==> config.mk <==
export PLATFORM = sky130hd
export DESIGN_NAME = chunk_scheduler
export DESIGN_NICKNAME = d
export VERILOG_FILES = /design/src/rtl/chunk_scheduler.sv
export SDC_FILE = /design/constraint.sdc
export NUM_CORES = 1
export LEC_CHECK = 0
export ABC_AREA = 0
export BUFFER_PORTS_ARGS = -buffer_cell sky130_fd_sc_hd__buf_2
export CAP_MARGIN = 30
export CORE_UTILIZATION = 25
export CTS_CLUSTER_DIAMETER = 120
export DETAILED_ROUTE_END_ITERATION = 6
export PLACE_DENSITY = 0.53
export REMOVE_ABC_BUFFERS = 1
export SYNTH_ARGS = -nofsm -noshare
export SYNTH_HDL_FRONTEND = slang
export SYNTH_SLANG_ARGS = --single-unit
==> constraint.sdc <==
create_clock -name clk -period 2.11 [get_ports clk]
set_clock_uncertainty 0.1 [all_clocks]
set_input_delay 0.633 -clock clk [delete_from_list [all_inputs] [get_ports clk]]
set_output_delay 0.633 -clock clk [all_outputs]
set_load 0.01 [all_outputs]
==> src/rtl/chunk_scheduler.sv <==
// chunk_scheduler: runs colorloop over each triangle's CHUNK_SIZE-row bands, one band per color_en/done/all_done round
module chunk_scheduler #(
    parameter int SCREEN_H   = 480,
    parameter int CHUNK_SIZE = 16,
    parameter int Y_W        = 10,
    parameter int BAND_W     = 5
) (
    input  logic              clk,
    input  logic              n_rst,
    input  logic              frame_start,
    input  logic              tri_valid,
    output logic              tri_ready,
    input  logic [Y_W-1:0]    tri_ymin,
    input  logic [Y_W-1:0]    tri_ymax,
    input  logic              tri_last,
    input  logic              cl_ready,
    input  logic              cl_done,
    output logic              cl_new_frame,
    output logic              cl_color_en,
    output logic [Y_W-1:0]    cl_height,
    output logic [BAND_W-1:0] cl_band,
    output logic              cl_all_done,
    output logic              frame_done,
    output logic              busy
);
    localparam int SH = $clog2(CHUNK_SIZE);
    localparam logic [Y_W-1:0] Y_MAX = Y_W'(SCREEN_H - 1);

    typedef enum logic [3:0] {
        IDLE, CLR_REQ, CLR_HOLD, CLR_WAIT, FETCH, ISSUE, RUN, RELEASE, FRAME_END
    } state_t;

    state_t            state, state_nx;
    logic [BAND_W-1:0] band, last_band;
    logic [Y_W-1:0]    first_row;
    logic              last_flag;
    logic [Y_W-1:0]    ymax_c;
    logic              drop;
    logic              take;
    logic              more;

    assign ymax_c = tri_ymax > Y_MAX ? Y_MAX : tri_ymax;
    // ymax_c never exceeds Y_MAX, so this also rejects ymin beyond the screen
    assign drop   = tri_ymin > ymax_c;
    assign take   = state == FETCH && tri_valid;
    assign more   = band < last_band;

    always_comb begin
        state_nx = state;
        case (state)
            IDLE:      state_nx = frame_start ? CLR_REQ : IDLE;
            CLR_REQ:   state_nx = cl_ready ? CLR_HOLD : CLR_REQ;
            CLR_HOLD:  state_nx = CLR_WAIT;
            CLR_WAIT:  state_nx = cl_ready ? FETCH : CLR_WAIT;
            FETCH:     state_nx = !tri_valid ? FETCH : !drop ? ISSUE : tri_last ? FRAME_END : FETCH;
            ISSUE:     state_nx = cl_ready ? RUN : ISSUE;
            RUN:       state_nx = cl_done ? RELEASE : RUN;
            RELEASE:   state_nx = more ? ISSUE : last_flag ? FRAME_END : FETCH;
            FRAME_END: state_nx = IDLE;
            default:   state_nx = IDLE;
        endcase
    end

    always_ff @(posedge clk or negedge n_rst) begin
        if (!n_rst) begin
            state     <= IDLE;
            band      <= '0;
            last_band <= '0;
            first_row <= '0;
            last_flag <= 1'b0;
        end else begin
            state <= state_nx;
            if (take) last_flag <= tri_last;
            if (take && !drop) begin
                band      <= BAND_W'(tri_ymin >> SH);
                last_band <= BAND_W'(ymax_c >> SH);
                first_row <= tri_ymin & Y_W'(CHUNK_SIZE - 1);
            end
            // later bands of a triangle always start at row 0 of the band
            if (state == RELEASE && more) begin
                band      <= band + BAND_W'(1);
                first_row <= '0;
            end
        end
    end

    assign tri_ready    = state == FETCH;
    assign cl_new_frame = state == CLR_REQ && cl_ready;
    assign cl_color_en  = state == ISSUE && cl_ready;
    assign cl_all_done  = state == RELEASE;
    assign frame_done   = state == FRAME_END;
    assign busy         = state != IDLE;
    assign cl_height    = first_row;
    assign cl_band      = band;
endmodule

==> results.yml <==
logic_synthesis:
  postSynthAreaPerCell_um2: 9.16
  synth_cell_types: 48
  synth_area_mm2: 0.00150
  ys_seq_area_frac: 0.317
  synth_edf_count: 0
  yosysWarnings: 0
  syn_inst: 164
  async_flop_share: 1.00
  synth_ff_type: "dfrtp_1"
  ys_ff_latch: 19
critical_path:
  critPathKind: "input pin to flip-flop"
  r2r_slack_ps: 0
  slowest_stage: "ha_1"
  crit_chain: "buf_8 > a41oi_2 > nand2_1 > ha_1 > and4_4 > buf_6 > nand4_4 > a21o_4 > nor2_4 > mux2i_1"
  start_kind: "input pin"
  crit_fanout: 8
  cp_num_cells: 10
  crit_family: "simple AND/OR/NAND/NOR gates"
  cp.arrival_ps: 2490
  r2r_end: "cl_band[0]"
  slowest_delay_ps: 290
  cp_num_buf_inv: 2
  end_kind: "flip-flop"
  ff2ff_path_depth: 6
  reg2reg_from: "cl_band[2]"
  cp.required_ps: 2200
drt:
  num_vias: 1562
  antenna_left: 0
  drt_first_iter_violations: 79
  drt_wl_total_um: 4530
  firstDrtPassIters: 4
  via_per_inst: 4.94
  drc: 0
  detail_route.wl_per_cell_um: 14.3
clock_tree:
  tritoncts: "yes"
  h-tree-depth: 1
  cts_buffers: 3
  cts_max_path_buffers: 2
  clk_pin_slew_ps: 80
  worstSkewPairLatency_ps: 260
  cts.sinks: 19
  clockRootBuffer: "clkbuf_8"
grt:
  gr-usage-met3: 0.0354
  globalRouteMet2Util: 0.247
  grt_pass1_vias: 1501
  grt_use_total: 0.143
  met1_usage: 0.179
  grt_busiest_layer: "met2"
  overflow: 0
  antenna_found_initial: 0
  grt_max_degree: 20
  grt_pass1_wl_um: 6920
place:
  port_buffers: 41
  dp_hpwl_um: 3410
  gp_congestion: 0.800
sta:
  drv_slew: 0
  worst_pin_slew_ps: 506
  relSlewSlack: 0.659
  whs_ps: 216
  post-route-period-util: 1.14
  setup_viol: 17
  fmax_ghz: 0.417
  setup_slack_ps: -286
  rsz0062_at_grt: "true"
  min_period_ps: 2400
  final_hold_viol_count: 0
pwr:
  p_per_area_mw_per_mm2: 957
  leakage_nw: 1.07
  irDropWorstVdd_mv: 0.356
outcome:
  violations: "setup timing"
  run_status: "finished with violations"
floorplanning:
  top_level_ports: 48
  die_w_um: 79.5
  dieArea_mm2: 0.00632
  initial_core_util: 0.266
  die_y_um: 79.5
  core-area_mm2: 0.00564
  fp-row-count: 27
cells_and_area:
  fin_util: 0.405
  ff_latch_area_um2: 475
  fill_cells: 573
  drive_above_1_share: 0.492
  syn_to_final_growth_pct: 52.2
  diodes: 0
  layout_common_cells: "buf_2 (35), buf_4 (35), a21oi_1 (22), dfrtp_1 (19), ha_1 (13)"
  multi_input_area_mm2: 0.00109
  nets: 287
min_path:
  hold_class: "input pin to asynchronous set/reset pin"
job:
  drv_cap: 0
[flip-flops by register name, summed over array words and instances (netlist names)]
signal / count
cl_band: 5
cl_height: 4
last_band: 5
last_flag: 1
state: 4
[synth_stat cells, types with 2 or more instances]
library cell / n / area, um2
a21oi_1: 24 / 120
dfrtp_1: 19 / 475
ha_1: 15 / 188
o21ai_0: 11 / 55.1
nand3_1: 10 / 50.1
nor2_1: 10 / 37.5
inv_1: 9 / 33.8
nand2_1: 9 / 33.8
buf_4: 6 / 45.0
nor3_1: 5 / 25.0
a221o_1: 3 / 30.0
a21o_2: 2 / 17.5
a41oi_1: 2 / 17.5
buf_6: 2 / 22.5
conb_1: 2 / 7.51
nand4_1: 2 / 12.5
nor2b_1: 2 / 12.5
[stage by stage]
step                power, mW  setup TNS (ps)  instance area (um2)  setup WS (ps)  instances
floorplan                1.31           -7070                 1450           -572        160
global placement         1.76          -10490                 1990           -688        306
detailed placement       1.78          -10940                 1990           -737        306
CTS                      2.11           -4990                 2140           -351        312
global route             2.37           -4820                 2290           -360        316
finish                   2.19           -3790                 2290           -286        316
[timing repair]
item | 4_1_cts | 5_1_grt
hold endpoints to repair | 0 | 0
buffers inserted | 2 | 5
hold buffers | 0 | 0
pin swaps | 6 | 20
setup endpoints to repair | 18 | 21
resized for setup | 18 | 30
[where the power goes]
part	total, mW	switching, mW	internal [mW]
clock	0.275	0.143	0.132
sequential	0.611	0.0938	0.517
combinational	1.30	0.666	0.635
[final cells by class]
| class | count | area share |
|---|---|---|
| multi-input combinational | 132 | 0.475 |
| timing repair buffer | 80 | 0.242 |
| sequential | 19 | 0.208 |
| tap | 72 | 0.0394 |
| clock buffer | 3 | 0.0181 |
| inverter | 9 | 0.0148 |
| clock inverter | 1 | 0.00219 |
[worst max path at each step]
stage | start | end | slack [ps]
2_1_floorplan | tri_ymax[5] | cl_band[4] | -570
3_3_place_gp | tri_ymax[5] | last_band[1] | -690
3_5_place_dp | tri_ymax[5] | last_band[1] | -740
4_1_cts | tri_ymax[5] | cl_band[0] | -350
5_1_grt | tri_ymax[6] | last_band[1] | -360
6_report | tri_ymax[5] | last_band[1] | -290
[cell families after synthesis]
group                      count (synthesis)  synth area share
AOI/OAI and AO/OA                         57             0.267
adders and majority gates                 15             0.125
buffers and inverters                     18            0.0708
DFF                                       19             0.317
muxes                                      1           0.00667
other                                      2           0.00500
and+or+nand+nor                           52             0.209
[per-layer routing]
layer | share of wire | routed length [um]
met1 | 0.46 | 2090
met2 | 0.49 | 2200
met3 | 0.043 | 196
met4 | 0.0088 | 40
met5 | 0 | 0
No activity file was read; power rests on OpenSTA's default activity.
